**src/rtl/uart_pkg.sv**
```systemverilog
// uart_pkg: shared definitions for the UART TX frame timer.
//   - phase encoding (PH_*), the FSM state type built on it
//   - data-bit count codes (DB_*) and the code-to-count mapping
//   - DEFAULT_DIV, the baud divisor used out of reset
package uart_pkg;

   // Phase encoding presented to the serialiser.
   localparam logic [2:0] PH_IDLE   = 3'd0;
   localparam logic [2:0] PH_START  = 3'd1;
   localparam logic [2:0] PH_DATA   = 3'd2;
   localparam logic [2:0] PH_PARITY = 3'd3;
   localparam logic [2:0] PH_STOP   = 3'd4;

   // The state encoding equals the phase encoding, so the phase output
   // is the state register itself.
   typedef enum logic [2:0] {
      ST_IDLE   = PH_IDLE,
      ST_START  = PH_START,
      ST_DATA   = PH_DATA,
      ST_PARITY = PH_PARITY,
      ST_STOP   = PH_STOP
   } phase_e;

   // Data-bit count codes.
   localparam logic [1:0] DB_5 = 2'd0;
   localparam logic [1:0] DB_6 = 2'd1;
   localparam logic [1:0] DB_7 = 2'd2;
   localparam logic [1:0] DB_8 = 2'd3;

   // Divisor loaded out of reset.
   localparam int DEFAULT_DIV = 10416;

   // Maps a data-bit code (0..3) to a data-bit count (5..8).
   function automatic logic [3:0] data_bits_count(input logic [1:0] code);
      return 4'd5 + {2'b00, code};
   endfunction

endpackage

```
**src/rtl/uart_baud_counter.sv**
```systemverilog
// uart_baud_counter: free-running 0..div counter that sets the bit period.
//   clk   - system clock
//   reset - asynchronous active-low reset
//   run   - count while high; counter is held at 0 while low
//   div   - terminal count (period = div + 1 clocks)
//   tick  - high while running and the count is 0 (first clock of a bit)
//   last  - high while running and the count equals div (last clock of a bit)
module uart_baud_counter #(
   parameter int DIV_W = 14
) (
   input  logic             clk,
   input  logic             reset,
   input  logic             run,
   input  logic [DIV_W-1:0] div,
   output logic             tick,
   output logic             last
);

   logic [DIV_W-1:0] cnt_r;

   // Baud counter: wraps at div, parked at zero when not running.
   always_ff @(posedge clk or negedge reset) begin
      if (!reset) begin
         cnt_r <= {DIV_W{1'b0}};
      end else if (!run) begin
         cnt_r <= {DIV_W{1'b0}};
      end else if (cnt_r == div) begin
         cnt_r <= {DIV_W{1'b0}};
      end else begin
         cnt_r <= cnt_r + {{(DIV_W-1){1'b0}}, 1'b1};
      end
   end

   // With div == 0 both strobes are high on every running clock.
   assign tick = run && (cnt_r == {DIV_W{1'b0}});
   assign last = run && (cnt_r == div);

endmodule

```
**src/rtl/uart_tx_frame_timer.sv**
```systemverilog
// uart_tx_frame_timer: frame sequencer between the TX FIFO and the serialiser.
// Generates per-bit ticks, the current phase and data-bit index, a FIFO pop
// at the start of each frame and a done strobe at the end of each frame.
// Frame format and divisor are latched when a frame starts.
//   clk, reset        - system clock, asynchronous active-low reset
//   iTX_en            - level request; frames repeat back-to-back while high
//   iDIV              - baud divisor (bit period = iDIV + 1 clocks)
//   iDATA_BITS        - data bit code, 0..3 -> 5..8 bits
//   iPARITY_EN        - insert one parity bit after the data bits
//   iSTOP2            - two stop bits instead of one
//   oBIT_tick         - first clock of every bit period
//   oPHASE            - 0 idle, 1 start, 2 data, 3 parity, 4 stop
//   oBIT_IDX          - data bit index during DATA, else 0
//   oFIFO_pop         - first clock of every START bit
//   oBUSY             - phase is not IDLE
//   oFRAME_done       - last clock of the final stop bit
module uart_tx_frame_timer #(
   parameter int DIV_W       = 14,
   parameter int DEFAULT_DIV = uart_pkg::DEFAULT_DIV
) (
   input  logic             clk,
   input  logic             reset,
   input  logic             iTX_en,
   input  logic [DIV_W-1:0] iDIV,
   input  logic [1:0]       iDATA_BITS,
   input  logic             iPARITY_EN,
   input  logic             iSTOP2,
   output logic             oBIT_tick,
   output logic [2:0]       oPHASE,
   output logic [2:0]       oBIT_IDX,
   output logic             oFIFO_pop,
   output logic             oBUSY,
   output logic             oFRAME_done
);

   import uart_pkg::*;

   localparam logic [DIV_W-1:0] RESET_DIV = DIV_W'(DEFAULT_DIV);

   phase_e           state_r, state_n;
   logic [2:0]       idx_r, idx_n;
   logic             second_r, second_n;   // second stop bit in progress
   logic [DIV_W-1:0] div_r;
   logic [1:0]       bits_r;
   logic             par_r;
   logic             stop2_r;
   logic             latch_s;
   logic             run_s, tick_s, last_s;
   logic [2:0]       last_idx_s;
   logic             final_stop_s;

   assign run_s        = (state_r != ST_IDLE);
   assign last_idx_s   = 3'(data_bits_count(bits_r) - 4'd1);
   assign final_stop_s = !stop2_r || second_r;

   uart_baud_counter #(
      .DIV_W (DIV_W)
   ) u_baud (
      .clk   (clk),
      .reset (reset),
      .run   (run_s),
      .div   (div_r),
      .tick  (tick_s),
      .last  (last_s)
   );

   // FSM state, data index and stop-bit counter registers.
   always_ff @(posedge clk or negedge reset) begin
      if (!reset) begin
         state_r  <= ST_IDLE;
         idx_r    <= 3'd0;
         second_r <= 1'b0;
      end else begin
         state_r  <= state_n;
         idx_r    <= idx_n;
         second_r <= second_n;
      end
   end

   // Frame configuration, captured only on entry to START.
   always_ff @(posedge clk or negedge reset) begin
      if (!reset) begin
         div_r   <= RESET_DIV;
         bits_r  <= DB_8;
         par_r   <= 1'b0;
         stop2_r <= 1'b0;
      end else if (latch_s) begin
         div_r   <= iDIV;
         bits_r  <= iDATA_BITS;
         par_r   <= iPARITY_EN;
         stop2_r <= iSTOP2;
      end
   end

   // Next-state logic; every transition happens on the last clock of a bit.
   always_comb begin
      state_n  = state_r;
      idx_n    = idx_r;
      second_n = second_r;
      latch_s  = 1'b0;
      case (state_r)
         ST_IDLE: begin
            if (iTX_en) begin
               state_n = ST_START;
               latch_s = 1'b1;
            end else begin
               state_n = ST_IDLE;
            end
         end
         ST_START: begin
            if (last_s) begin
               state_n = ST_DATA;
               idx_n   = 3'd0;
            end else begin
               state_n = ST_START;
            end
         end
         ST_DATA: begin
            if (last_s) begin
               if (idx_r == last_idx_s) begin
                  idx_n   = 3'd0;
                  state_n = par_r ? ST_PARITY : ST_STOP;
               end else begin
                  idx_n = idx_r + 3'd1;
               end
            end else begin
               state_n = ST_DATA;
            end
         end
         ST_PARITY: begin
            if (last_s) begin
               state_n  = ST_STOP;
               second_n = 1'b0;
            end else begin
               state_n = ST_PARITY;
            end
         end
         ST_STOP: begin
            if (last_s) begin
               if (!final_stop_s) begin
                  second_n = 1'b1;
               end else begin
                  // Frame ends; a held request chains straight into START.
                  second_n = 1'b0;
                  if (iTX_en) begin
                     state_n = ST_START;
                     latch_s = 1'b1;
                  end else begin
                     state_n = ST_IDLE;
                  end
               end
            end else begin
               state_n = ST_STOP;
            end
         end
         default: begin
            state_n  = ST_IDLE;
            idx_n    = 3'd0;
            second_n = 1'b0;
         end
      endcase
   end

   // Outputs decode registered state only; idx_r is zero outside DATA.
   assign oBIT_tick   = tick_s;
   assign oPHASE      = state_r;
   assign oBIT_IDX    = idx_r;
   assign oFIFO_pop   = (state_r == ST_START) && tick_s;
   assign oBUSY       = run_s;
   assign oFRAME_done = (state_r == ST_STOP) && last_s && final_stop_s;

endmodule

```
**config.mk**
```make
export PLATFORM = sky130hd
export DESIGN_NAME = uart_tx_frame_timer
export DESIGN_NICKNAME = d
export VERILOG_FILES = /design/src/rtl/uart_pkg.sv /design/src/rtl/uart_baud_counter.sv /design/src/rtl/uart_tx_frame_timer.sv
export SDC_FILE = /design/constraint.sdc
export NUM_CORES = 1
export LEC_CHECK = 0
export ABC_CLOCK_PERIOD_IN_PS = 4200
export BUFFER_PORTS_ARGS = -buffer_cell sky130_fd_sc_hd__clkbuf_2
export CORE_MARGIN = 2
export CORE_UTILIZATION = 60
export CTS_CLUSTER_SIZE = 24
export DETAILED_ROUTE_END_ITERATION = 10
export PLACE_DENSITY = 0.93
export SLEW_MARGIN = 20
export SYNTH_ARGS = -nofsm -noshare
export SYNTH_HDL_FRONTEND = slang
export SYNTH_HIERARCHICAL = 1
export SYNTH_SLANG_ARGS = --single-unit
```
**constraint.sdc**
```tcl
create_clock -name clk -period 4.2 [get_ports clk]
set_input_delay 0.42 -clock clk [delete_from_list [all_inputs] [get_ports clk]]
set_output_delay 0.42 -clock clk [all_outputs]
set_load 0.01 [all_outputs]
```
Word-level counts from Yosys, hierarchy flattened
Cells that the tools add are included.
{"block": "totals", "input_bits": 21, "elab_cells": 64, "register_bits": 39, "output_inout_bits": 10}
{"block": "classes", "eq_ne": 12, "reduce_logical": 15, "add_sub_neg": 4, "bitwise": 2, "mux": 23}
{"operator": "$mux W14", "count": 2}
{"operator": "$mux W3", "count": 9}
{"operator": "$pmux W3 S5", "count": 1}
{"operator": "$add A14 B1 Y14 const B", "count": 1}
{"operator": "$eq A14 B14 Y1", "count": 1}
{"operator": "$logic_not A14 Y1", "count": 1}
{"operator": "$pmux W3 S3", "count": 1}
{"operator": "$ne A2 B2 Y1 const B", "count": 4}
{"operator": "$mux W1", "count": 7}
{"operator": "$eq A3 B2 Y1 const B", "count": 2}
{"operator": "$ne A3 B3 Y1 const B", "count": 2}
{"operator": "$reduce_and A3 Y1", "count": 2}
{"operator": "$reduce_or A3 Y1", "count": 2}
{"operator": "$logic_and A1 B1 Y1", "count": 5}
{"operator": "$add A3 B1 Y3 const B", "count": 1}
{"operator": "$add A3 B2 Y3 const A", "count": 1}
{"operator": "$eq A3 B1 Y1 const B", "count": 1}
{"operator": "$eq A3 B3 Y1", "count": 1}
{"operator": "$eq A3 B3 Y1 const B", "count": 1}
{"operator": "$logic_not A3 Y1", "count": 1}
{"operator": "$pmux W1 S3", "count": 1}
{"operator": "$reduce_bool A3 Y1", "count": 1}
{"operator": "$sub A3 B1 Y3 const B", "count": 1}
{"operator": "$mux W2", "count": 1}
{"operator": "other kinds (5)", "count": 6}

Longest topological paths before layout
Gate-level depths: netlist (run 1).
{"block": "depth", "depth_word": 6, "ltp_mapped": 11, "ltp_nobuf": 8}

Cells and area by module
Netlist (run 1), hierarchy kept.
{"mod": "uart_tx_frame_timer", "seq_area_each_um2": 634.4, "area_each_um2": 1236.2, "instances": 1, "cells_each": 98}
{"mod": "uart_baud_counter", "seq_area_each_um2": 350.3, "area_each_um2": 988.4, "instances": 1, "cells_each": 96}

Least setup slack after synthesis (run 1)
Ideal clock, no wire load.
{"block": "synth_path", "path_type": "register to output", "from": "register state_r[2], in the netlist oPHASE[2]", "to": "output oFIFO_pop", "t_arrival_ps": 2064, "stages_incl_launch_ff": 8, "required_ps": 3780, "slack_ps": 1716, "n_path_buf": 1, "path_cell_list": "dfrtp_1 buf_2 or3_1 nor4b_1 nand4_1 nor4_1 nand2_1 nor3_1"}
{"block": "synth_via", "elab_chain_len": 3, "word_cells_on_any_way": 4, "classes_between": "1 x eq/ne; 3 x reduce/logical"}
{"item": "start, declared", "line_no": "uart_tx_frame_timer.sv:40", "text": "phase_e state_r, state_n;"}
{"item": "start signal, assigned", "line_no": "uart_tx_frame_timer.sv:74", "text": "state_r <= state_n;"}
{"item": "$reduce_bool A3 Y1", "line_no": "uart_tx_frame_timer.sv:52", "text": "assign run_s = (state_r != ST_IDLE);"}
{"item": "net oBUSY", "line_no": "uart_tx_frame_timer.sv:32", "text": "output logic oBUSY,"}
{"item": "$logic_and A1 B1 Y1", "line_no": "uart_baud_counter.sv:35", "text": "assign tick = run && (cnt_r == {DIV_W{1'b0}});"}
{"item": "net oBIT_tick", "line_no": "uart_tx_frame_timer.sv:28", "text": "output logic oBIT_tick,"}
{"item": "$logic_and A1 B1 Y1", "line_no": "uart_tx_frame_timer.sv:168", "text": "assign oFIFO_pop = (state_r == ST_START) && tick_s;"}
{"item": "end, declared", "line_no": "uart_tx_frame_timer.sv:31", "text": "output logic oFIFO_pop,"}
The timed path passes the listed nets, and every way through them passes these cells.

Final worst setup path (run 1)
{"block": "layout_path", "from": "register state_r[2], in the netlist oPHASE[2]", "to": "output oFIFO_pop"}
{"block": "layout_via", "elab_chain_len": 3, "word_cells_on_any_way": 4, "classes_between": "1 x eq/ne; 3 x reduce/logical"}
{"item": "$reduce_bool A3 Y1", "line_no": "uart_tx_frame_timer.sv:52"}
{"item": "$logic_and A1 B1 Y1", "line_no": "uart_baud_counter.sv:35"}
{"item": "$logic_and A1 B1 Y1 *", "line_no": "uart_tx_frame_timer.sv:168"}
Mark *: on every way between the ends. The rest lies on a longest branch, timed or not.

==> impl_metrics.json, run 1 <==
{
  "period_needed_ps": 2970,
  "max_freq_ghz": 0.337,
  "arrival_ps": 2550,
  "via_per_inst": 5.70,
  "antenna_left": 0,
  "cts_hold_buffers": 0,
  "num_vias": 1540,
  "grt_max_degree": 40,
  "worst-setup-path-type": "reg -> out",
  "cts_setup_buffers": 0,
  "n_antenna_cell": 0,
  "power.density_nw_per_um2": 515,
  "clkSinkCount": 39,
  "grt_pass1_vias": 1493,
  "avgSynthCellArea_sq_um": 11.5,
  "async_reset_ff_share_pct": 100,
  "insertion_delay_ps": 290,
  "period_share_pct": 70.8,
  "setup_viol": 0,
  "io_buffer_count": 30,
  "ys_seq_area_share_pct": 44.3,
  "final-hold-violation-count": 0,
  "crit_chain": "or3_1, nor4b_1, nand4_1, nor4_1, nand2_1, nor3_1, clkbuf_2",
  "slew_headroom_pct": 37.6,
  "gp_congestion": 0.849,
  "cts_tree": "built",
  "track_usage_pct": 22.1,
  "hold_path.class": "in -> async",
  "routedWlPerCell_um": 15.4,
  "antenna_found_initial": 0,
  "cts_htree_levels": 2,
  "whs_ps": 259,
  "netlist-cell-type-count": 52,
  "ys_warn_count": 6,
  "placed_area_sq_um": 2350,
  "cp-start-kind": "flip-flop",
  "die_w_um": 64.9,
  "nets": 245,
  "cp.required_ps": 3780,
  "grt.overflow.total": 0,
  "ios": 31,
  "drv_slew": 0,
  "num_rows": 22,
  "cpPeakStageDelay_ps": 620,
  "worstSetupEndpointType": "output port",
  "synth-edff-count": 0,
  "critPathSlowestCell": "dfrtp_1",
  "syn_to_final_growth_pct": 11.9,
  "drtIter0Drc": 111,
  "fin_skew_ps": 7.79,
  "fin_util_pct": 69.0,
  "cts_buffers": 5,
  "drv_cap": 0,
  "syn_nets": 218,
  "clockRootBuffer": "clkbuf_8",
  "setup_ws_ps": 1230,
  "crit_fanout": 17,
  "vdd_drop_max_uv": 313,
  "final_cells": 270,
  "synthesis.area_sq_um": 2220,
  "ys.flop_type": "dfrtp_1",
  "wl_um": 4160,
  "ctsResizeCount": 0,
  "postSynthCellCount": 194,
  "start_util_pct": 61.7,
  "final.setup.tns_ps": 0,
  "leakage_nw": 1.06,
  "drt-pass1-iter-count": 4,
  "core_area_sq_um": 3610,
  "dpl.hpwl_um": 2940,
  "synth_seq_cells": 39,
  "clk_pin_slew_ps": 80,
  "clock_path_buffers": 2,
  "place_worst_setup_slack_ps": 1610,
  "layout-drive-gt1-share_pct": 33.8,
  "status": "finished, final reports clean",
  "place_inst": 262,
  "drc": 0,
  "worstMarginPinSlew_ps": 937,
  "p_total_mw": 1.28,
  "final_area_sq_um": 2490,
  "die_y_um": 64.9,
  "die_area_sq_um": 4210,
  "grt_setup_unrepaired": "no",
  "grt_pass1_wl_um": 6980
}
-- final timing paths --
check | startpoint | to | slack [ps] | cells past startpoint
max | oPHASE[2] | oFIFO_pop | 1230 | 7
min in group clk | iDIV[7] | div_r[7] | 350 | 2
max in group asynchronous | reset | div_r[6] | 3370 | 1
max reg2reg | u_baud/cnt_r[8] | div_r[10] | 1600 | 8
min reg2reg | stop2_r | stop2_r | 510 | 1
min | reset | div_r[12] | 260 | 1
-- per-layer routing --
layer / track usage, % / vias to the layer above / wire length, um
met4: 10.9 / 0 / 47
met5: 0 / - / 0
met3: 4.69 / 4 / 167
met2: 35.3 / 45 / 2060
met1: 28.5 / 753 / 1880
li1: - / 738 / -
-- synthesized netlist by cell type, types with 2 or more instances --
library cell	instances	area share [%]
nand3_1	6	1.3
nand2_1	9	1.5
ha_1	3	1.7
dfrtp_1	32	36
mux2_2	8	4.0
a21oi_1	4	0.90
inv_1	7	1.2
nor2b_1	2	0.56
nor3_1	6	1.3
xor2_1	4	1.6
o21ai_0	7	1.6
dfstp_2	7	8.3
and3_1	2	0.56
and3b_1	2	0.79
nor2_1	4	0.67
buf_6	4	2.0
nor3b_1	11	3.7
mux2_4	10	6.7
nand4_1	7	2.0
buf_2	4	0.90
xnor2_1	24	9.4
-- cells in the final DEF (no fill, tap or decap), types with 3 or more instances in the layout --
| master | n |
|---|---|
| nor3_1 | 6 |
| nand4_1 | 7 |
| dfrtp_1 | 32 |
| nor3b_1 | 11 |
| a21oi_1 | 4 |
| o21ai_0 | 7 |
| nand3_1 | 6 |
| mux2_4 | 10 |
| nand2_1 | 9 |
| mux2_2 | 8 |
| inv_1 | 7 |
| nor2_1 | 4 |
| xor2_1 | 4 |
| clkbuf_8 | 5 |
| xnor2_1 | 24 |
| clkbuf_2 | 30 |
| ha_1 | 3 |
| dfstp_2 | 7 |
-- kinds of logic (layout without fill, tap and decap cells) --
family / Yosys count / after routing / share of synthesized area (%)
and+or+nand+nor: 64 / 64 / 19.7
DFF: 39 / 39 / 44.3
xor gates and xnor gates: 28 / 28 / 11.0
AOI/OAI and AO/OA: 23 / 23 / 7.03
buffers and inverters: 19 / 47 / 5.51
muxes: 18 / 18 / 10.8
adders and majority gates: 3 / 3 / 1.69
-- area by class of cell --
type | instances | area (sq um)
tap | 48 | 60.1
sequential | 39 | 985
timing repair buffer | 31 | 158
clock inverter | 3 | 67.6
fill | 278 | 1120
clock buffer | 5 | 68.8
inverter | 8 | 32.5
multi-input combinational | 136 | 1120
-- flip-flops by register name (all words and copies together) (netlist names) --
name,count
bits_r,2
oPHASE,3
oBIT_IDX,3
u_baud/cnt_r,14
stop2_r,1
par_r,1
second_r,1
div_r,14
-- worst max-delay path: cells and delay by family, from the launching register on --
family                 cells  cell delay, ps
buffers and inverters      1             160
and+or+nand+nor            6            1490
DFF                        1             620
-- where the power goes --
part           switching [mW]  internal, mW
registers               0.124         0.474
clock network           0.132         0.237
logic                   0.138         0.179
Note: power is estimated with default switching activity, not from simulation.
==> run 2: changes to the inputs <==
--- a/config.mk
+++ b/config.mk
@@ -5,13 +5,14 @@
 export SDC_FILE = /design/constraint.sdc
 export NUM_CORES = 1
 export LEC_CHECK = 0
-export ABC_CLOCK_PERIOD_IN_PS = 4200
+export ABC_AREA = 1
+export ABC_CLOCK_PERIOD_IN_PS = 2810
 export BUFFER_PORTS_ARGS = -buffer_cell sky130_fd_sc_hd__clkbuf_2
 export CORE_MARGIN = 2
-export CORE_UTILIZATION = 60
+export CORE_UTILIZATION = 57
 export CTS_CLUSTER_SIZE = 24
 export DETAILED_ROUTE_END_ITERATION = 10
-export PLACE_DENSITY = 0.93
+export PLACE_DENSITY = 0.89
 export SLEW_MARGIN = 20
 export SYNTH_ARGS = -nofsm -noshare
 export SYNTH_HDL_FRONTEND = slang
==> constraint.sdc (replaced) <==
create_clock -name clk -period 2.81 [get_ports clk]
set_input_delay 0.281 -clock clk [delete_from_list [all_inputs] [get_ports clk]]
set_output_delay 0.281 -clock clk [all_outputs]
set_load 0.01 [all_outputs]
==> run 2 against run 1 <==
Compared with the run above:
- via count rose by 35%
- register-to-register slack worse by 1100 ps
- sequential cell count unchanged
- largest cell class unchanged
- worst setup slack lost 820 ps
- critical path depth increased by 4
- utilization fell by 3.9 points
- sequential share of layout area shrank 1.5 points
- total power rose by 64%
- first-iteration DRC count grew 33%
- hold slack worse by 140 ps
- combinational power grew to 2.5 times the previous value
==> impl_metrics.json, run 2 <==
{
  "worst-r2r-setup-slack_ps": 500,
  "setup_viol": 0,
  "ctsResizeCount": 0,
  "fin_util_pct": 65.1,
  "period_share_pct": 85.4,
  "nets": 376,
  "synth_top_area_share_pct": 34.2,
  "cp.required_ps": 2530,
  "drt-pass1-iter-count": 4,
  "async_reset_ff_share_pct": 100,
  "worst-setup-path-type": "reg -> out",
  "yosys-top-cells-count": "112 x nand2_1, 37 x inv_1, 35 x nand3_1",
  "drv_slew": 0,
  "r2r-start": "div_r[4]",
  "io_buffer_count": 30,
  "synth-edff-count": 0,
  "final_common_cell": "nand2_1",
  "die_y_um": 68.1,
  "start_util_pct": 58.9,
  "worstSetupEndpointType": "output port",
  "cts_tree": "built",
  "reg_top3": "div_r (14), u_baud/cnt_r (14)",
  "leakage_nw": 1.37,
  "core_area_sq_um": 3970,
  "die_w_um": 68.1,
  "hold_path.class": "in -> async",
  "insertion_delay_ps": 300,
  "synthesis.area_sq_um": 2340,
  "drv_cap": 0,
  "drc": 0,
  "grt.overflow.total": 0,
  "clk_pin_slew_ps": 80,
  "routedWlPerCell_um": 12.1,
  "layout_common_cells": "112 x nand2_1, 37 x inv_1, 35 x nand3_1, 32 x dfrtp_1, 31 x nor2_1",
  "power.density_nw_per_um2": 815,
  "ys_seq_area_share_pct": 42.1,
  "final.setup.tns_ps": 0,
  "ios": 31,
  "num_rows": 23,
  "fin_skew_ps": 9.28,
  "syn_nets": 344,
  "gp_congestion": 0.912,
  "cts_hold_buffers": 0,
  "grt_pass1_wl_um": 8400,
  "netlist-cell-type-count": 27,
  "wl_um": 4900,
  "dpl.hpwl_um": 3670,
  "num_vias": 2074,
  "track_usage_pct": 24.4,
  "ys.flop_type": "dfrtp_1",
  "n_antenna_cell": 0,
  "grt_pass1_vias": 1905,
  "crit_fanout": 5,
  "avgSynthCellArea_sq_um": 7.31,
  "clock_path_buffers": 2,
  "ys_warn_count": 6,
  "status": "finished, final reports clean",
  "die_area_sq_um": 4630,
  "antenna_left": 0,
  "antenna_found_initial": 0,
  "clockRootBuffer": "clkbuf_8",
  "synth_seq_cells": 39,
  "max_freq_ghz": 0.417,
  "cp-start-kind": "flip-flop",
  "period_needed_ps": 2400,
  "synth.most_common_cell": "nand2_1",
  "grt_setup_unrepaired": "no",
  "r2r_cells": 15,
  "worstMarginPinSlew_ps": 963,
  "syn_to_final_growth_pct": 10.5,
  "postSynthCellCount": 320,
  "cts_setup_buffers": 0,
  "cts_htree_levels": 2,
  "yosys.area.top_type": "dfrtp_1",
  "cts_buffers": 5,
  "r2r-end": "oBIT_IDX[1]",
  "clkSinkCount": 39,
  "drtIter0Drc": 148,
  "synth_area_leaders": "dfrtp_1 34%, nand2_1 18%, dfstp_2 7.9%",
  "slew_headroom_pct": 35.8,
  "grt_max_degree": 40,
  "layout-drive-gt1-share_pct": 20.1,
  "final-hold-violation-count": 0,
  "via_per_inst": 5.15,
  "arrival_ps": 2120,
  "vdd_drop_max_uv": 493,
  "p_total_mw": 2.11
}
## run 2: cell types whose count changed after synthesis, moves of 11 or more
cell     delta
nor2_1     +27
nand3_1    +29
inv_1      +30
xnor2_1    -20
nand2_1   +103
nor3b_1    -11
## run 2: cell families after synthesis
logic type,synth area share [%]
simple gates,41.2
buf+inv,9.57
flops,42.1
xor+xnor,4.87
compound gates,0.642
fa+ha+maj,1.60
## run 2: per-stage QoR
| step | instances | cell area, sq um | hold WS [ps] | worst slack [ps] |
|---|---|---|---|---|
| after floorplan | 320 | 2340 | -14.6 | 795 |
| after global placement | 395 | 2500 | 457 | 581 |
| after detailed placement | 395 | 2500 | 467 | 518 |
| after CTS | 403 | 2590 | 160 | 424 |
| after global routing | 403 | 2590 | 199 | 175 |
| final | 403 | 2590 | 121 | 409 |
## run 2: layer usage
metal / up-vias / wire length (um) / part of all wire, % / global-route usage [%]
met3: 8 / 253 / 5.2 / 5.92
li1: 1048 / - / - / -
met4: 0 / 59 / 1.2 / 8.00
met2: 49 / 2390 / 49 / 39.1
met1: 969 / 2200 / 45 / 32.3
met5: - / 0 / 0 / 0
## run 2: worst max path at each step
stage               from     endpoint  cells after the start  slack [ps]
2_1_floorplan  oPHASE[2]  oBIT_IDX[0]                     12         800
3_3_place_gp    div_r[7]  oBIT_IDX[0]                     15         580
3_5_place_dp    div_r[7]  oBIT_IDX[1]                     15         520
4_1_cts         div_r[7]  oFRAME_done                     11         420
5_1_grt         div_r[4]  oBIT_IDX[0]                     15         170
6_report        div_r[4]  oFRAME_done                     11         410
## run 2: worst max-delay path: stages, from the launching register on
cell and delay, ps:
dfstp_2 560, nand2_1 70, clkinv_1 60, nor2_1 30, nor2_1 80, nand2_1 80, nor2_1 120, nand2_2 90
nor2_1 360, nand4_4 160, inv_1 100, clkbuf_2 130
## run 2: final cells by class
class / instances / area [sq um]
repair buffers: 30 / 150
fillers: 344 / 1390
flip-flops and latches: 39 / 985
multi-input cells: 230 / 1130
clock buffers: 6 / 72.6
inverters: 46 / 173
clock inverters: 2 / 12.5
well taps: 50 / 62.6
## run 2: power breakdown
| group | internal, mW | switching (mW) | total [mW] |
|---|---|---|---|
| Combinational | 0.296 | 0.501 | 0.797 |
| Sequential | 0.763 | 0.170 | 0.933 |
| Clock | 0.174 | 0.205 | 0.379 |
